`src/rtl/vram_port_b_writer_if.sv`:
```
// rtl/vram_port_b_writer_if.sv - request, fill-command and RAM port B signals of the VRAM port B writer
interface vram_port_b_writer_if #(
  parameter int AW = 16,
  parameter int DW = 16
);
  logic          wr_valid;
  logic          wr_ready;
  logic [AW-1:0] wr_addr;
  logic [DW-1:0] wr_data;
  logic          fill_start;
  logic [AW-1:0] fill_base;
  logic [AW-1:0] fill_len;
  logic [DW-1:0] fill_data;
  logic          fill_done;
  logic          fill_rej;
  logic          busy;
  logic [AW-1:0] addrb;
  logic [DW-1:0] dinb;
  logic          enb;
  logic          web;

  modport master (
    output wr_valid, wr_addr, wr_data, fill_start, fill_base, fill_len, fill_data,
    input  wr_ready, fill_done, fill_rej, busy, addrb, dinb, enb, web
  );

  modport slave (
    input  wr_valid, wr_addr, wr_data, fill_start, fill_base, fill_len, fill_data,
    output wr_ready, fill_done, fill_rej, busy, addrb, dinb, enb, web
  );
endinterface

```
`src/rtl/vram_port_b_writer.sv`:
```
// rtl/vram_port_b_writer.sv - sole writer of VRAM port B: request FIFO drain plus range fill engine
// Fill engine and FILL state are built only when VRAM_FILL_EN is defined.
module vram_port_b_writer #(
  parameter int AW         = 16,
  parameter int DW         = 16,
  parameter int FIFO_DEPTH = 4
) (
  input  logic               clkb,
  input  logic               rst_n,
  vram_port_b_writer_if.slave bus
);

  localparam int             PW       = $clog2(FIFO_DEPTH);
  localparam logic [PW:0]    PTR_ONE  = 1;
  localparam logic [AW-1:0]  ADDR_ONE = 1;

  typedef enum logic [1:0] {ST_IDLE, ST_DRAIN, ST_FILL} state_t;

  state_t        r_state;
  logic [AW-1:0] r_fifo_addr [FIFO_DEPTH];
  logic [DW-1:0] r_fifo_data [FIFO_DEPTH];
  logic [PW:0]   r_wptr;
  logic [PW:0]   r_rptr;
  logic [AW-1:0] r_addrb;
  logic [DW-1:0] r_dinb;
  logic          r_enb;
  logic          r_fill_done;
  logic          r_fill_rej;

  logic          w_empty;
  logic          w_full;
  logic          w_one;
  logic          w_push;
  logic          w_pop;

  // Pointers carry one extra wrap bit so full and empty are distinguishable.
  assign w_empty = (r_wptr == r_rptr);
  assign w_full  = (r_wptr[PW] != r_rptr[PW]) && (r_wptr[PW-1:0] == r_rptr[PW-1:0]);
  assign w_one   = ((r_wptr - r_rptr) == PTR_ONE);
  assign w_push  = bus.wr_valid && !w_full;
  assign w_pop   = (r_state == ST_DRAIN) && !w_empty;

  assign bus.wr_ready = !w_full;
  assign bus.busy     = (r_state != ST_IDLE) || !w_empty;
  assign bus.addrb    = r_addrb;
  assign bus.dinb     = r_dinb;
  assign bus.enb      = r_enb;
  assign bus.web      = r_enb;

`ifdef VRAM_FILL_EN
  logic [AW-1:0] r_fill_addr;
  logic [AW-1:0] r_fill_left;
  logic [DW-1:0] r_fill_data;

  assign bus.fill_done = r_fill_done;
  assign bus.fill_rej  = r_fill_rej;
`else
  logic w_unused_fill;

  assign w_unused_fill = ^{bus.fill_start, bus.fill_base, bus.fill_len, bus.fill_data,
                           r_fill_done, r_fill_rej};
  assign bus.fill_done = 1'b0;
  assign bus.fill_rej  = 1'b0;
`endif

  // Storage has no reset so it can map onto distributed RAM.
  always_ff @(posedge clkb) begin
    if (w_push) begin
      r_fifo_addr[r_wptr[PW-1:0]] <= bus.wr_addr;
      r_fifo_data[r_wptr[PW-1:0]] <= bus.wr_data;
    end
  end

  always_ff @(posedge clkb or negedge rst_n) begin
    if (!rst_n) begin
      r_state     <= ST_IDLE;
      r_wptr      <= '0;
      r_rptr      <= '0;
      r_addrb     <= '0;
      r_dinb      <= '0;
      r_enb       <= 1'b0;
      r_fill_done <= 1'b0;
      r_fill_rej  <= 1'b0;
`ifdef VRAM_FILL_EN
      r_fill_addr <= '0;
      r_fill_left <= '0;
      r_fill_data <= '0;
`endif
    end else begin
      r_enb       <= 1'b0;
      r_fill_done <= 1'b0;
      r_fill_rej  <= 1'b0;
      if (w_push) r_wptr <= r_wptr + PTR_ONE;
      if (w_pop)  r_rptr <= r_rptr + PTR_ONE;

      case (r_state)
        ST_IDLE: begin
          if (!w_empty) r_state <= ST_DRAIN;
`ifdef VRAM_FILL_EN
          if (bus.fill_start) begin
            if (w_empty) begin
              r_state     <= ST_FILL;
              r_fill_addr <= bus.fill_base;
              r_fill_left <= bus.fill_len;
              r_fill_data <= bus.fill_data;
            end else begin
              r_fill_rej  <= 1'b1;
            end
          end
`endif
        end

        ST_DRAIN: begin
          if (!w_empty) begin
            r_enb   <= 1'b1;
            r_addrb <= r_fifo_addr[r_rptr[PW-1:0]];
            r_dinb  <= r_fifo_data[r_rptr[PW-1:0]];
          end
          // Leave on the pop that empties the FIFO unless a push refills it.
          if (w_empty || (w_one && !w_push)) r_state <= ST_IDLE;
`ifdef VRAM_FILL_EN
          r_fill_rej <= bus.fill_start;
`endif
        end

`ifdef VRAM_FILL_EN
        ST_FILL: begin
          r_fill_rej <= bus.fill_start;
          if (r_fill_left != '0) begin
            r_enb       <= 1'b1;
            r_addrb     <= r_fill_addr;
            r_dinb      <= r_fill_data;
            r_fill_addr <= r_fill_addr + ADDR_ONE;
            r_fill_left <= r_fill_left - ADDR_ONE;
          end else begin
            r_fill_done <= 1'b1;
            r_state     <= w_empty ? ST_IDLE : ST_DRAIN;
          end
        end
`endif

        default: r_state <= ST_IDLE;
      endcase
    end
  end

endmodule
```
`src/flat_wrapper.sv`:
```
// flat-port wrapper written by rule: the top's interface ports become plain ports
module vram_port_b_writer_flat 
#(
  parameter int AW         = 16,
  parameter int DW         = 16,
  parameter int FIFO_DEPTH = 4
)
  (clkb, rst_n, bus_wr_valid, bus_wr_addr, bus_wr_data, bus_fill_start, bus_fill_base, bus_fill_len, bus_fill_data, bus_wr_ready, bus_fill_done, bus_fill_rej, bus_busy, bus_addrb, bus_dinb, bus_enb, bus_web);
  vram_port_b_writer_if #(.AW(AW), .DW(DW)) bus_i ();
  input  logic clkb;
  input  logic rst_n;
  input wire logic [$bits(bus_i.wr_valid)-1:0] bus_wr_valid;
  input wire logic [$bits(bus_i.wr_addr)-1:0] bus_wr_addr;
  input wire logic [$bits(bus_i.wr_data)-1:0] bus_wr_data;
  input wire logic [$bits(bus_i.fill_start)-1:0] bus_fill_start;
  input wire logic [$bits(bus_i.fill_base)-1:0] bus_fill_base;
  input wire logic [$bits(bus_i.fill_len)-1:0] bus_fill_len;
  input wire logic [$bits(bus_i.fill_data)-1:0] bus_fill_data;
  output wire logic [$bits(bus_i.wr_ready)-1:0] bus_wr_ready;
  output wire logic [$bits(bus_i.fill_done)-1:0] bus_fill_done;
  output wire logic [$bits(bus_i.fill_rej)-1:0] bus_fill_rej;
  output wire logic [$bits(bus_i.busy)-1:0] bus_busy;
  output wire logic [$bits(bus_i.addrb)-1:0] bus_addrb;
  output wire logic [$bits(bus_i.dinb)-1:0] bus_dinb;
  output wire logic [$bits(bus_i.enb)-1:0] bus_enb;
  output wire logic [$bits(bus_i.web)-1:0] bus_web;
  assign bus_i.wr_valid = bus_wr_valid;
  assign bus_i.wr_addr = bus_wr_addr;
  assign bus_i.wr_data = bus_wr_data;
  assign bus_i.fill_start = bus_fill_start;
  assign bus_i.fill_base = bus_fill_base;
  assign bus_i.fill_len = bus_fill_len;
  assign bus_i.fill_data = bus_fill_data;
  assign bus_wr_ready = bus_i.wr_ready;
  assign bus_fill_done = bus_i.fill_done;
  assign bus_fill_rej = bus_i.fill_rej;
  assign bus_busy = bus_i.busy;
  assign bus_addrb = bus_i.addrb;
  assign bus_dinb = bus_i.dinb;
  assign bus_enb = bus_i.enb;
  assign bus_web = bus_i.web;
  vram_port_b_writer #(.AW(AW), .DW(DW), .FIFO_DEPTH(FIFO_DEPTH)) u_core (.clkb(clkb), .rst_n(rst_n), .bus(bus_i));
endmodule
```
`config.mk`:
```
export PLATFORM = sky130hd
export DESIGN_NAME = vram_port_b_writer_flat
export DESIGN_NICKNAME = d
export VERILOG_FILES = /design/src/rtl/vram_port_b_writer_if.sv /design/src/rtl/vram_port_b_writer.sv /design/src/flat_wrapper.sv
export SDC_FILE = /design/constraint.sdc
export NUM_CORES = 1
export LEC_CHECK = 0
export CAP_MARGIN = 10
export CORE_ASPECT_RATIO = 0.75
export CORE_MARGIN = 1
export CORE_UTILIZATION = 52
export DETAILED_ROUTE_END_ITERATION = 8
export PLACE_DENSITY = 0.8
export SLEW_MARGIN = 20
export SYNTH_ARGS = -nofsm -noshare
export SYNTH_HDL_FRONTEND = slang
export SYNTH_SLANG_ARGS = --single-unit
```
`constraint.sdc`:
```
create_clock -name clkb -period 3.1 [get_ports clkb]
set_input_delay 0.465 -clock clkb [delete_from_list [all_inputs] [get_ports clkb]]
set_output_delay 0.465 -clock clkb [all_outputs]
set_load 0.1 [all_outputs]
```
* Word-level counts from Yosys, hierarchy flattened
Memories as Yosys holds them, arrays and structs flattened. A register that Yosys moved wholly into a read port is not among the register bits. Cells that the tools add are included.
Word-level totals: memories 2, register bits 9, memory bits (writable) 128, bits of input ports 84
Cells by class: eq/ne operators 7, reductions and logical operators 15, bitwise gates (word level) 1, mux-type cells 7, add/subtract/negate cells 3
Memory list:
- u_core.r_fifo_addr | depth 4, bits a word 16, rd ports 1, clocked after Yosys merged registers in 1, wr ports 1, line vram_port_b_writer.sv:20 | logic [AW-1:0] r_fifo_addr [FIFO_DEPTH];
- u_core.r_fifo_data | depth 4, bits a word 16, rd ports 1, clocked after Yosys merged registers in 1, wr ports 1, line vram_port_b_writer.sv:21 | logic [DW-1:0] r_fifo_data [FIFO_DEPTH];
Operator list (number):
- 3-bit by 1-bit adder with 3-bit output (second input constant) | 2
- 1-bit logical NOT | 5
- 1-bit logical AND | 4
- 1-bit two-way mux | 4
- 2-bit two-way mux | 2
- 2-bit != test (second input constant) | 2
- 2-bit case mux with 2 select lines | 1
- 2-bit AND reduction | 2
- 3-bit by 1-bit equality test with 1-bit output (second input constant) | 1
- 3-bit equality test | 1
- 3-bit subtractor | 1
- 2-bit by 1-bit equality test with 1-bit output (second input constant) | 1
- 2-bit equality test | 1
- 2-bit logical NOT | 1
- 1-bit logical OR | 2
- 2-bit nonzero test | 1
- 1-bit != test | 1
- 1-bit NOT | 1

* Depth between registers and ports, before layout
Gate-level depths: netlist (run 1).
depth in word-level cells 9, mapped depth 8

* Least setup slack after synthesis (run 1)
Ideal clock, no wire load.
kind reg-to-reg, start point register u_core.r_rptr[1], end point memory u_core.r_fifo_addr[0][0], enable pin, cell stages (with the launch flop) 8, setup slack 240 ps, library setup time 392 ps, required time 2708 ps, buffers on the path 2, arrival 2468 ps, cells stage by stage dfrtp_1 buf_2 clkbuf_1 inv_1 ha_1 nand2_1 o21a_1 and2_1
On the way: longest elaborated chain between the ends 6
RTL lines:
- start, declared | line vram_port_b_writer.sv:23 | logic [PW:0] r_rptr;
- start signal, assigned | line vram_port_b_writer.sv:94 | if (w_pop) r_rptr <= r_rptr + PTR_ONE;
- 2-bit equality test | line vram_port_b_writer.sv:38 | assign w_full = (r_wptr[PW] != r_rptr[PW]) && (r_wptr[PW-1:0] == r_rptr[PW-1:0]);
- 1-bit logical AND | line vram_port_b_writer.sv:38
- 1-bit logical NOT | line vram_port_b_writer.sv:40 | assign w_push = bus.wr_valid && !w_full;
- 1-bit logical AND | line vram_port_b_writer.sv:40
- 1-bit two-way mux | line vram_port_b_writer.sv:68 | if (w_push) begin
- 1-bit two-way mux (implied by the code) | line vram_port_b_writer.sv:69 | r_fifo_addr[r_wptr[PW-1:0]] <= bus.wr_addr;
- end, declared | line vram_port_b_writer.sv:20
No other way between the ends.

* Worst setup path in the final report (run 1)
start point register u_core.r_wptr[0], end point output bus_busy
On the way: longest elaborated chain between the ends 3
RTL lines:
- start, declared | line vram_port_b_writer.sv:22 | logic [PW:0] r_wptr;
- start signal, assigned | line vram_port_b_writer.sv:93 | if (w_push) r_wptr <= r_wptr + PTR_ONE;
- 3-bit equality test | line vram_port_b_writer.sv:37 | assign w_empty = (r_wptr == r_rptr);
- 1-bit logical NOT | line vram_port_b_writer.sv:44 | assign bus.busy = (r_state != ST_IDLE) || !w_empty;
- 1-bit logical OR | line vram_port_b_writer.sv:44
- end, declared | line flat_wrapper.sv:22 | output wire logic [$bits(bus_i.busy)-1:0] bus_busy;
No other way between the ends.

==> results.md, run 1 <==
- Status: completed
- Post CTS Setup Buffer Count: 0
- Antenna viol nets, final: 0
- WL/cell: around 20 um
- Core area: 0.0119 mm2
- XOR/XNOR share of the synthesized area: 0.00791
- Diode count: 0
- Data required time of the worst path: roughly 2.6 ns
- Synthesized cell area: roughly 0.0065 mm2
- Initial core utilization: 0.546
- Synth Area in Compound Gates: 0.00772
- Synth area leader: edfxtp_1
- Die footprint: 0.0129 mm2
- WP data arrival: between 2 and 2.5 ns
- Cell Rows: 34
- Gate Count Post-Synth: 283
- Simple logic cell fraction of the synthesized area: 0.00733
- Reg2Reg Depth: 6
- 1st-pass router iterations: 4
- Vias in the first global route: approximately 3200
- Fin Clk Skew: 0.00750 ns
- Slew of the pin with the lowest slew margin: slightly below 0.7 ns
- Synth unique cells: 27
- Hold violation count in the final report: 0
- Worst reg-to-reg setup slack: 0.68 ns
- Area growth, synth to finish: 22.6%
- Crit path launch type: flop
- Worst flop-to-flop path startpoint: u_core.r_wptr[0]$_DFFE_PN0N_
- Share of cells above drive strength 1: 0.386
- H-tree levels: 4
- Count of warnings emitted by yosys: 0
- Initial antenna violation count: 0
- Relative slew margins: 0.541
- Synth top area share: 0.593
- Vias per Instance: roughly 5.4
- Crit path launch: u_core.r_wptr[0]$_DFFE_PN0N_
- Longest Clk Path Bufs: 2
- Setup TNS: 0 ns
- CTS tree: yes
- Root Buffer: clkbuf_16
- Skew-Pair Late Insertion Delay: around 0.42 ns
- Chip height: 98.7 um
- Syn_area_per_cell: approximately 23 um2
- CP Capture Type: output port
- Adder-cell area share of the yosys netlist: 0.0166
- Wirelength, routed: ~11 mm
- CTS buffer count: 17
- Critical path peak fanout: 6
- R2R Path End: u_core.r_fifo_data[2][4]$_DFFE_PP_
- Die width: roughly 130 um
- Period utilisation layout: 0.826
- Final setup violating endpoints: 0
- Sequential share of the synthesized area: 0.747
- Unrepaired setup endpoints after global routing: no
- Post-synthesis register bit count: between 150 and 200
- Min cycle time layout: 2.56 ns
- Pin count of the biggest net entering global routing: 41
- Grt ovf: 0
- Mux contribution to synthesized area: 0.191
- # fillers: between 700 and 800
- Critical path type: reg -> out
- Max_cap viols: 0
- RD Place Congestion: around 0.67
- DP HPWL: between 6 and 7 mm
- First-pass GRT wire length: between 15 and 20 mm
- Clock transition at the registers of the reported paths: 0.06 ns
- GRT Total Usage: 0.192
- Largest family of logic cells by synthesized area: multiplexers
- Hold WC Path Type: in -> async
- Num Clock Sinks: roughly 170
- PostCTS Resize Cnt: 0
- Largest cells by area after synthesis: edfxtp_1 (59%), dfrtp_1 (15%), mux4_2 (10%), mux2_4 (6.5%), ha_1 (1.4%)
- Hold Buf Count CTS: 0
- PortBufs: 70
- Drt initial violations: approximately 140
- Final Max Slew Viols: 0
- Io pins: around 120
- Drc violations: 0
- Vias: 2922
- Fmax: just under 400 MHz
- Fin nets: 460
==> final cells by class <==
cell class,count,area (um2),share of cell area
clock inverters,11,170,0.0214
clock buffers,21,450,0.0567
repair buffers,79,751,0.0944
flip-flops and latches,168,4850,0.610
multi-input cells,97,1510,0.190
well taps,162,203,0.0255
inverters,5,18.8,0.00236
==> Yosys cell counts <==
| cell type | n |
|---|---|
| nor4_1 | 1 |
| mux2_4 | 28 |
| o21a_1 | 1 |
| ha_1 | 7 |
| buf_4 | 3 |
| and2_1 | 3 |
| o41ai_1 | 1 |
| xnor2_1 | 4 |
| mux4_2 | 29 |
| clkbuf_1 | 3 |
| edfxtp_1 | 128 |
| or3_1 | 1 |
| a22oi_1 | 1 |
| dfrtp_1 | 40 |
| nand2_1 | 3 |
| o211a_1 | 1 |
| mux4_1 | 3 |
| buf_6 | 7 |
| xor2_2 | 1 |
| nand3_1 | 1 |
| o21ai_4 | 1 |
| buf_2 | 1 |
| mux2_2 | 7 |
| mux2i_1 | 1 |
| conb_1 | 1 |
| fa_1 | 1 |
| inv_1 | 5 |
==> registers in the layout, summed over array words and instances, names as in the netlist <==
register            cells
u_core.bus.addrb       16
u_core.r_wptr           3
u_core.r_rptr           3
u_core.r_fifo_data     64
u_core.bus.dinb        16
u_core.bus.enb          1
u_core.r_state          1
u_core.r_fifo_addr     64
==> worst max-delay path by stage <==
stage / endpoint / slack [ns] / cells after the start
after floorplan: u_core.r_fifo_addr[0][0]$_DFFE_PP_ / 0.24 / 7
after global placement: u_core.r_fifo_data[1][8]$_DFFE_PP_ / 0.75 / 6
after detailed placement: u_core.r_fifo_addr[2][10]$_DFFE_PP_ / 0.71 / 6
after CTS: bus_busy / 0.52 / 5
after global routing: bus_busy / 0.47 / 5
final: bus_busy / 0.54 / 5
==> per-layer routing <==
| layer | up-vias | wire length (um) | global-route usage |
|---|---|---|---|
| met4 | 0 | 72 | 0.0531 |
| met2 | 85 | 5510 | 0.317 |
| met5 | - | 0 | 0 |
| met3 | 8 | 617 | 0.0657 |
| li1 | 1303 | - | - |
| met1 | 1526 | 4810 | 0.243 |
==> metrics by stage <==
step                hold slack [ns]  std cells  area (um2)  setup WS, ns  utilization
global route                 0.0941        543        7950         0.468        0.670
floorplan                     0.169        284        6490         0.240            -
finish                       0.0580        543        7950         0.538        0.670
global placement              0.491        511        7330         0.751        0.617
CTS                           0.268        543        7950         0.524        0.670
detailed placement            0.495        511        7330         0.706        0.617
==> cells in the final DEF, fill, tap and decap left out, drive strengths merged <==
cell           instances
clkinvlp               3
nand3                  1
buf                   46
bufinv                 4
clkinv                 3
conb                   2
a22oi                  1
xor2                   1
or3                    1
inv                    6
o21a                   1
and2                   3
fa                     1
nand2                  3
o41ai                  1
edfxtp               128
nor4                   1
clkdlybuf4s50         33
mux2i                  1
clkbuf                21
dfrtp                 40
o21ai                  1
xnor2                  4
o211a                  1
mux4                  32
ha                     7
mux2                  35
==> critical path, cell delays in order, from the launching register on <==
cell,delay [ns]
dfrtp_1,0.38
inv_1,0.12
ha_1,0.36
nand2_1,0.19
or3_1,0.43
buf_12,0.20
==> cells by family after synthesis <==
group,after synthesis
AOI/OAI and AO/OA,5
xor gates and xnor gates,5
adders and majority gates,8
buffers and inverters,19
DFF,168
muxes,68
other,1
and+or+nand+nor,9
Power of run 1 is left out: the tool's default activity adds up to more than one toggle a clock period on the data nets, which glitch-free logic cannot reach.
==> run 2: changes to the inputs <==
Clock period 3.1 ns to 2.6 ns, I/O delays scaled along.
==> run 2 against run 1 <==
Effect of this change:
- the run now ends with negative hold slack left
- via count grew 1.3%
- sequential share of layout area increased by 0.44 points
- sequential cell count is the same
- cell area shrank 0.72%
- global-route usage rose by 0.79 points
- non-clock buffer count grew 2
- die area unchanged
- routed wire length grew 4.1%
- first-iteration DRC count up 15%
- setup slack got worse by 0.40 ns
- core utilization is 0.48 points lower
- count of clock-buffer cells in the layout unchanged
- largest cell class unchanged
==> results.md, run 2 (same netlist as run 1, synthesis figures left out) <==
- Status: finished, violations left
- Failing checks: negative hold slack
- Die footprint: 0.0129 mm2 (unchanged)
- Chip height: 98.7 um (unchanged)
- Area growth, synth to finish: 21.7%
- Final Max Slew Viols: 0 (unchanged)
- Critical path peak fanout: 6 (unchanged)
- Crit-path slowest cell: or3_1
- Worst path max stage delay: 0.41 ns (-0.02 ns)
- Vias: 2959 (+1.3%)
- Core area: 0.0119 mm2 (unchanged)
- Crit path launch: u_core.r_wptr[0]$_DFFE_PN0N_
- Slew of the pin with the lowest slew margin: 0.669 ns (-0.0196 ns)
- Die width: 131 um (unchanged)
- WL/cell: 21.0 um (+3.7%)
- Crit path launch type: flop
- Drc violations: 0 (unchanged)
- 1st-pass router iterations: 4 (unchanged)
- CP Capture Type: output port
- PostCTS Resize Cnt: 0 (unchanged)
- Unrepaired setup endpoints after global routing: no
- Io pins: 122 (unchanged)
- Post CTS Setup Buffer Count: 0 (unchanged)
- Commonest cells after routing, fill and taps aside: edfxtp_1 (128), buf_4 (45), dfrtp_1 (38), clkdlybuf4s50_1 (33), mux4_2 (29)
- Worst reg-to-reg setup slack: 0.35 ns (-0.33 ns)
- RD Place Congestion: 0.735 (+10%)
- Min cycle time layout: 2.46 ns
- Commonest non-fill, non-tap cell in the layout: edfxtp_1
- Antenna viol nets, final: 0 (unchanged)
- Hold WC Path Type: in -> async
- Pin count of the biggest net entering global routing: 41 (unchanged)
- Period utilisation layout: 0.945
- Fin util: 0.665 (-0.00485)
- Fin nets: 462 (+0.43%)
- WP data arrival: 2.07 ns (-0.03 ns)
- Hold violation count in the final report: 32 (+32)
- Hold Buf Count CTS: 0 (unchanged)
- Data required time of the worst path: 2.21 ns (-0.42 ns)
- Vias in the first global route: 3196 (+1.5%)
- First-pass GRT wire length: 18.0 mm (+3.4%)
- PortBufs: 70 (unchanged)
- Diode count: 0 (unchanged)
- CTS tree: yes
- CP bufs+invs: 2 (unchanged)
- Root Buffer: clkbuf_16
- Delay-heaviest family, CP: simple AND/OR/NAND/NOR gates
- Cell Rows: 34 (unchanged)
- H-tree levels: 4 (unchanged)
- Fin Clk Skew: 0.0123 ns (+0.00481 ns)
- # fillers: 780 (+3.2%)
- R2R Path End: u_core.r_fifo_addr[2][2]$_DFFE_PP_
- Share of cells above drive strength 1: 0.392 (+0.00582)
- Num Clock Sinks: 168 (unchanged)
- GRT Total Usage: 0.200 (+0.00788)
- Crit path cell chain: inv_1, ha_1, nand2_1, or3_1, buf_12
- Initial core utilization: 0.546 (unchanged)
- Wirelength, routed: 11.5 mm (+4.1%)
- DP HPWL: 6.61 mm (+3.1%)
- Vias per Instance: 5.43 (+0.89%)
- CTS buffer count: 17 (unchanged)
- Clock transition at the registers of the reported paths: 0.06 ns (about the same)
- Initial antenna violation count: 0 (unchanged)
- Reg2Reg Depth: 6 (unchanged)
- Relative slew margins: 0.554 (+0.0131)
- Critical path type: reg -> out
- Skew-Pair Late Insertion Delay: 0.42 ns (about the same)
- Longest Clk Path Bufs: 2 (unchanged)
- Grt ovf: 0 (unchanged)
- Fmax: between 400 and 500 MHz
- Worst hold slack: -0.0226 ns (-0.0806 ns)
- Worst flop-to-flop path startpoint: u_core.r_wptr[0]$_DFFE_PN0N_
- Setup TNS: 0 ns (unchanged)
- Drt initial violations: 160 (+15%)
- Final setup violating endpoints: 0 (unchanged)
- Max_cap viols: 0 (unchanged)
[run 2: changes by cell type in the layout (fill, tap and decap cells not counted), sizes merged]
cell,previous run,this run
bufinv,4,2
buf,46,48
clkinvlp,3,2
clkinv,3,7
inv,6,5
[run 2: worst max-delay path by stage]
stage / end / cells past startpoint
final: bus_busy / 5
after global routing: bus_busy / 5
after CTS: bus_busy / 5
after detailed placement: u_core.r_fifo_data[2][4]$_DFFE_PP_ / 6
after global placement: u_core.r_fifo_data[2][9]$_DFFE_PP_ / 6
after floorplan: bus_busy / 6
[run 2: stage by stage]
step / worst slack, ns / instance area [um2] / std cells
global route: 0.0299 / 7890 / 545
CTS: 0.110 / 7890 / 545
global placement: 0.447 / 7300 / 513
finish: 0.143 / 7890 / 545
detailed placement: 0.362 / 7300 / 513
floorplan: 0.0423 / 6490 / 284
[run 2: area by class of cell]
class,count,area [um2],share of cell area
Multi-Input combinational cell,97,1510,0.191
Sequential cell,168,4850,0.614
Clock buffer,21,460,0.0583
Inverter,5,18.8,0.00238
Tap cell,162,203,0.0257
Clock inverter,11,125,0.0159
Timing Repair Buffer,81,728,0.0923
[run 2: layer usage]
metal / GRT usage / wire length (um) / vias up
met3: 0.0624 / 722 / 11
met5: 0 / 0 / -
li1: - / - / 1302
met2: 0.330 / 5750 / 89
met4: 0.0619 / 110 / 0
met1: 0.254 / 4870 / 1557
Power of run 2 is left out for the same reason.
